===== src/rtl/uart_tx_cfg.sv =====
// rtl/uart_tx_cfg.sv - configurable-frame UART transmitter; UART_TX_FIFO_EN selects a FIFO store, otherwise a single holding register
module uart_tx_cfg #(
  parameter int CLK_PER_BIT = 868,
  parameter int DATA_BITS   = 8,
  parameter int PARITY      = 0,
  parameter int STOP_BITS   = 1,
  parameter int FIFO_DEPTH  = 16
) (
  input  logic                            clk,
  input  logic                            reset,
  input  logic [DATA_BITS-1:0]            tx_data,
  input  logic                            tx_valid,
  output logic                            tx_ready,
  output logic                            tx_busy,
  output logic [$clog2(FIFO_DEPTH+1)-1:0] fifo_count,
  output logic                            txd
);

  localparam int CW       = $clog2(FIFO_DEPTH+1);
  localparam int BCW      = $clog2(CLK_PER_BIT);
  localparam int IW       = $clog2(DATA_BITS);
  localparam int LAST_BIT = (CLK_PER_BIT * 9) / 10;
`ifdef UART_TX_FIFO_EN
  localparam int CAPACITY = FIFO_DEPTH;
`else
  localparam int CAPACITY = 1;
`endif

  localparam logic [BCW-1:0] BIT_RELOAD  = BCW'(CLK_PER_BIT - 1);
  localparam logic [BCW-1:0] LAST_RELOAD = BCW'(LAST_BIT - 1);
  localparam logic [IW-1:0]  IDX_LAST    = IW'(DATA_BITS - 1);
  localparam logic [CW-1:0]  CAP_W       = CW'(CAPACITY);
  localparam logic [CW-1:0]  ONE_W       = CW'(1);

  // Stop phase entry: two-stop frames start with a full-length bit,
  // single-stop frames go straight to the shortened final bit.
  localparam logic [BCW-1:0] STOP_RELOAD = (STOP_BITS == 2) ? BIT_RELOAD : LAST_RELOAD;
  localparam logic           STOP_FIRST  = (STOP_BITS == 2);

  typedef enum logic [2:0] {
    S_IDLE,
    S_START,
    S_DATA,
    S_PARITY,
    S_STOP
  } state_t;

  logic                 push;
  logic                 pop;
  logic [DATA_BITS-1:0] head;
  logic [CW-1:0]        count_q;

  state_t               state_q, state_d;
  logic [BCW-1:0]       cnt_q, cnt_d;
  logic [IW-1:0]        idx_q, idx_d;
  logic [DATA_BITS-1:0] shift_q, shift_d;
  logic                 par_q, par_d;
  logic                 stop_first_q, stop_first_d;
  logic                 txd_d;
  logic                 busy_d;
  logic                 bit_end;

  // Ready depends only on the registered count, so a same-cycle pop never frees a slot
  assign tx_ready   = (count_q != CAP_W);
  assign push       = tx_valid && tx_ready;
  assign pop        = (state_q == S_IDLE) && (count_q != '0);
  assign fifo_count = count_q;
  assign bit_end    = (cnt_q == '0);

  // Occupancy count: push and pop together leave it unchanged
  always_ff @(posedge clk or posedge reset) begin
    if (reset) begin
      count_q <= '0;
    end else if (push && !pop) begin
      count_q <= count_q + ONE_W;
    end else if (pop && !push) begin
      count_q <= count_q - ONE_W;
    end
  end

`ifdef UART_TX_FIFO_EN
  localparam int PW = $clog2(FIFO_DEPTH);

  logic [DATA_BITS-1:0] mem [FIFO_DEPTH];
  logic [PW-1:0]        wr_ptr;
  logic [PW-1:0]        rd_ptr;

  // Storage array; contents are only read behind a nonzero count, so no reset
  always_ff @(posedge clk) begin
    if (push) begin
      mem[wr_ptr] <= tx_data;
    end
  end

  // Read/write pointers wrap naturally since the depth is a power of two
  always_ff @(posedge clk or posedge reset) begin
    if (reset) begin
      wr_ptr <= '0;
      rd_ptr <= '0;
    end else begin
      if (push) begin
        wr_ptr <= wr_ptr + 1'b1;
      end
      if (pop) begin
        rd_ptr <= rd_ptr + 1'b1;
      end
    end
  end

  assign head = mem[rd_ptr];
`else
  logic [DATA_BITS-1:0] hold_q;

  // Single holding register captured on the accepting edge
  always_ff @(posedge clk or posedge reset) begin
    if (reset) begin
      hold_q <= '0;
    end else if (push) begin
      hold_q <= tx_data;
    end
  end

  assign head = hold_q;
`endif

  // Engine state, bit timer, shifter and registered line/busy outputs
  always_ff @(posedge clk or posedge reset) begin
    if (reset) begin
      state_q      <= S_IDLE;
      cnt_q        <= '0;
      idx_q        <= '0;
      shift_q      <= '0;
      par_q        <= 1'b0;
      stop_first_q <= 1'b0;
      txd          <= 1'b1;
      tx_busy      <= 1'b0;
    end else begin
      state_q      <= state_d;
      cnt_q        <= cnt_d;
      idx_q        <= idx_d;
      shift_q      <= shift_d;
      par_q        <= par_d;
      stop_first_q <= stop_first_d;
      txd          <= txd_d;
      tx_busy      <= busy_d;
    end
  end

  // Frame sequencing: each phase reloads the bit timer at its boundary and
  // presents the next line level one edge ahead so txd stays registered
  always_comb begin
    state_d      = state_q;
    cnt_d        = cnt_q;
    idx_d        = idx_q;
    shift_d      = shift_q;
    par_d        = par_q;
    stop_first_d = stop_first_q;
    txd_d        = txd;

    unique case (state_q)
      S_IDLE: begin
        txd_d = 1'b1;
        if (pop) begin
          state_d = S_START;
          shift_d = head;
          par_d   = (PARITY == 2) ? ~(^head) : (^head);
          cnt_d   = BIT_RELOAD;
          txd_d   = 1'b0;
        end
      end

      S_START: begin
        if (bit_end) begin
          state_d = S_DATA;
          txd_d   = shift_q[0];
          shift_d = shift_q >> 1;
          idx_d   = '0;
          cnt_d   = BIT_RELOAD;
        end else begin
          cnt_d = cnt_q - 1'b1;
        end
      end

      S_DATA: begin
        if (bit_end) begin
          if (idx_q == IDX_LAST) begin
            if (PARITY != 0) begin
              state_d = S_PARITY;
              txd_d   = par_q;
              cnt_d   = BIT_RELOAD;
            end else begin
              state_d      = S_STOP;
              txd_d        = 1'b1;
              cnt_d        = STOP_RELOAD;
              stop_first_d = STOP_FIRST;
            end
          end else begin
            txd_d   = shift_q[0];
            shift_d = shift_q >> 1;
            idx_d   = idx_q + 1'b1;
            cnt_d   = BIT_RELOAD;
          end
        end else begin
          cnt_d = cnt_q - 1'b1;
        end
      end

      S_PARITY: begin
        if (bit_end) begin
          state_d      = S_STOP;
          txd_d        = 1'b1;
          cnt_d        = STOP_RELOAD;
          stop_first_d = STOP_FIRST;
        end else begin
          cnt_d = cnt_q - 1'b1;
        end
      end

      S_STOP: begin
        txd_d = 1'b1;
        if (bit_end) begin
          if (stop_first_q) begin
            stop_first_d = 1'b0;
            cnt_d        = LAST_RELOAD;
          end else begin
            state_d = S_IDLE;
          end
        end else begin
          cnt_d = cnt_q - 1'b1;
        end
      end

      default: begin
        state_d = S_IDLE;
        txd_d   = 1'b1;
      end
    endcase

    // Busy rises with the start bit and falls as the engine returns to an empty idle
    busy_d = (state_d != S_IDLE) || (count_q != '0);
  end

endmodule


===== config.mk =====
export PLATFORM = sky130hd
export DESIGN_NAME = uart_tx_cfg
export DESIGN_NICKNAME = d
export VERILOG_FILES = /design/src/rtl/uart_tx_cfg.sv
export SDC_FILE = /design/constraint.sdc
export NUM_CORES = 1
export LEC_CHECK = 0
export BUFFER_PORTS_ARGS = -buffer_cell sky130_fd_sc_hd__buf_4
export CORE_MARGIN = 5
export CORE_UTILIZATION = 59
export CTS_CLUSTER_SIZE = 10
export DETAILED_ROUTE_END_ITERATION = 7
export PLACE_DENSITY = 0.79
export SLEW_MARGIN = 40
export SYNTH_ARGS = -nofsm -noshare
export SYNTH_HDL_FRONTEND = slang
export SYNTH_SLANG_ARGS = --single-unit

===== constraint.sdc =====
create_clock -name clk -period 3.2 [get_ports clk]
set_input_delay 0.16 -clock clk [delete_from_list [all_inputs] [get_ports clk]]
set_output_delay 0.16 -clock clk [all_outputs]
set_load 0.005 [all_outputs]

==> results.txt <==
Once placement completed, the tool counted placed cells totaling 261. Clock skew on the completed layout was measured at 0.0108 ns. The first global-routing pass estimated 7.52 mm of wire.

After detailed routing, the number of remaining DRC violations is 0. The tools report the critical path data required time as 3.49 ns. The count of distinct cell types in the synthesized netlist was 48; the final estimated routing congestion in global placement was 0.823. The most used flip-flop cell after synthesis is sky130_fd_sc_hd__dfrtp_1.

The total grt overflow is 0. The startpoint type of the worst setup path was a flip-flop. The via density per instance was 5.94. The H-tree was split into 2 levels. Dividing total power by cell area gives a power density of 528 nW/um^2.

The clock sink total was 39; the height of the die was 70.1 um. Library cell occupying the most area in the post-synthesis netlist: sky130_fd_sc_hd__dfrtp_1. Of all nets on the critical path, the largest fanout is 7. The run finished with clean final reports.

The most common cell in the synthesized netlist is sky130_fd_sc_hd__dfrtp_1. The number of max-capacitance violations reported is 0. The run gives 0 as the initial antenna violation count. Once detail routing completed, the nets flagged for antenna violations numbered 0.

Of the total synthesized cell area, the portion taken by full adders, half adders and majority gates is 4.70%. The Yosys step of the flow raised 0 warnings. The summed negative setup slack over all endpoints is 0 ns, and the share of synthesized cell area in and, or, nand and nor gates is 15.5%. At the later pin of the worst-skew pair, clock insertion delay measures 0.36 ns. Synthesis produced a netlist with a net count of 222. The tools report the max-slew violation total from the final report as 0.

STA classifies the critical path endpoint as a flip-flop. The run gives 0 as the number of setup violations in the final report. In this run the core area contains 21 standard-cell rows.

The post-route netlist has 25.9% of its cells at a drive strength greater than 1. The growth of design area from synthesis to finish was 13.3%; the initial cell density of the core was 62.3%. The logs give 270 for the post-layout instance count excluding filler cells and 1604 for the number of vias after detailed routing. The average wire per standard cell came out at 15.7 um. Counting flops and latches in the post-synthesis netlist gives 39. The via count of the first global-routing pass was 1698. The worst-case IR drop observed on VDD is 497 uV. The synthesized-area fraction occupied by ao, oa, aoi and oai cells was 14.4%; the all-layer global routing usage was 19.2%.

TritonCTS built the clock tree. The number of instances in the synthesized netlist was 203. Main combinational cell family by area after synthesis: simple AND/OR/NAND/NOR gates. The wire length reported by the detailed router was 4.23 mm. After synthesis, the most frequently instantiated cells are 38 x sky130_fd_sc_hd__dfrtp_1, 22 x sky130_fd_sc_hd__mux2_2, 18 x sky130_fd_sc_hd__nand2_1, 17 x sky130_fd_sc_hd__o21ai_0. Measured against the total synthesized area, the mux share comes to 12.1%. The detailed router finished its first iteration with 128 violations.

Path type of the worst min-delay path: input port to flip-flop. After the last flow step, the layout net total stands at 242. The number of enable-type register cells in the synthesized netlist is 0. CTS placed an instance of sky130_fd_sc_hd__clkbuf_4 at the clock tree root. The ratio of final minimum period to clock period is 89.7%, and the maximum frequency from static timing analysis is 0.349 GHz.

After synthesis, flip-flops and latches occupy 45.9% of the total area. At the worst endpoint, the arrival time is 3.16 ns. The logs give 59.0% for the relative max-transition margin and 1.09 nW for the leakage power summed over all cells. The number of buffers created by CTS came out at 5. The share of async-settable or async-resettable flops after synthesis works out to 100%. At the pin with the least slew margin, the transition time is 0.608 ns. The I/O pin count was 19; the number of detailed-route iterations in the first pass was 4.

The die covers 4910 sq um. The synthesized netlist devotes 3.70% of its cell area to XOR and XNOR gates. Setup repair after global routing left no endpoint under its margin. The clock passes through at most 2 buffers.

Dividing the synthesized area by the synthesized cell count gives 10.5 sq um. The time the final worst path needs with I/O delays and setup was 2.87 ns. Once layout is complete, the utilization of the core stands at 70.6%. Ranked by total cell area, the synthesized netlist is headed by sky130_fd_sc_hd__dfrtp_1 45%, sky130_fd_sc_hd__mux2_2 12%, sky130_fd_sc_hd__ha_1 4.7%. The run gives 3420 sq um as the area inside the core boundary.

Buffers placed on the I/O ports in this run total 18. The top cell type's share of synthesized area was 44.7%; the register clock-pin slew on the reported worst setup and hold paths was 0.12 ns. The logs give 0 for the count of final hold-check violations and 0 for the diode insertion count for antenna repair.

Startpoint-to-endpoint class of the critical path: flip-flop to flip-flop. The logs give 2130 sq um for the synthesized area and 27 for the maximum number of pins on one net before global-route repair. The placed wire-length estimate came out at 3.07 mm. The die is 70.1 um wide.
power breakdown:
| group | switching [W] | total [W] | internal (W) |
|---|---|---|---|
| clock | 0.000171 | 0.000414 | 0.000243 |
| combinational | 0.000110 | 0.000242 | 0.000132 |
| sequential | 0.0000701 | 0.000618 | 0.000548 |
state kept, by name (all words and copies together), names as in the netlist:
signal and cells:
cnt_q 10, head 8, shift_q 8, fifo_count 5
idx_q 3, state_q 3, tx_busy 1, txd 1
repair_timing:
item                                    4_1_cts  5_1_grt
resized for setup                             0        0
hold endpoints to repair                     25        0
endpoints found under the setup margin        0        0
hold buffers                                  1        0
setup buffers                                 0        0
cell usage in the layout, fill, tap and decap left out, drive strengths merged, types with 4 or more instances in the layout:
cell type	Yosys	routed
or4	4	4
o21ai	18	18
nor2	11	11
clkbuf	4	5
inv	10	10
ha	8	8
a21oi	10	10
nand2	19	19
dfrtp	38	38
nor3	6	6
xor2	6	6
mux2	22	22
buf	4	20
logic make-up (layout without fill, tap and decap cells):
group,Yosys count,in the layout
muxes,23,23
buffers and inverters,18,39
adders and majority gates,8,8
AOI/OAI and AO/OA,46,46
DFF,39,39
and+or+nand+nor,60,60
xor gates and xnor gates,9,9
final cells by class:
type | instances | area (sq um)
Multi-Input combinational cell | 146 | 1070
Sequential cell | 39 | 977
Inverter | 10 | 37.5
Fill cell | 261 | 1000
Timing Repair Buffer | 21 | 160
Clock buffer | 5 | 37.5
Clock inverter | 3 | 67.6
Tap cell | 46 | 57.6
final timing paths:
kind / startpoint / cells after the start / slack (ns) / end
max in group asynchronous: reset / 4 / 2.14 / txd$_DFFE_PP1P_
worst min register to register: shift_q[6]$_DFFE_PP0P_ / 1 / 0.51 / shift_q[6]$_DFFE_PP0P_
worst min-delay path: tx_data[7] / 2 / 0.03 / head[7]$_DFFE_PP0P_
worst max register to register: fifo_count[0]$_DFFE_PP0P_ / 8 / 0.33 / fifo_count[4]$_DFFE_PP0P_
worst max-delay path: fifo_count[0]$_DFFE_PP0P_ / 8 / 0.33 / fifo_count[4]$_DFFE_PP0P_
min in group asynchronous: reset / 3 / 0.39 / fifo_count[0]$_DFFE_PP0P_
through the flow:
| step | hold slack (ns) | setup WS [ns] | cell area, sq um | power, W |
|---|---|---|---|---|
| floorplan | 0.311 | 0.569 | 2130 | 0.000748 |
| global placement | 0.394 | 0.520 | 2300 | 0.000838 |
| detailed placement | 0.254 | 0.378 | 2300 | 0.000866 |
| CTS | 0.0142 | 0.323 | 2410 | 0.00128 |
| global route | 0.00820 | 0.126 | 2410 | 0.00134 |
| finish | 0.0273 | 0.331 | 2410 | 0.00127 |
critical path: stages (launching register included):
cell	delay [ns]
sky130_fd_sc_hd__dfrtp_1	0.49
sky130_fd_sc_hd__inv_1	0.10
sky130_fd_sc_hd__ha_1	0.21
sky130_fd_sc_hd__nor4b_1	0.17
sky130_fd_sc_hd__or4_1	0.54
sky130_fd_sc_hd__ha_1	0.33
sky130_fd_sc_hd__or4b_2	0.62
sky130_fd_sc_hd__a21oi_1	0.17
sky130_fd_sc_hd__xor2_1	0.15
layer usage:
layer	up-vias	GRT usage [%]	wire, um
met4	0	9.57	85
met1	787	22.6	1750
li1	774	-	-
met3	8	3.16	145
met2	35	33.7	2250
met5	-	0	0
(Power assumes the default switching activity.)
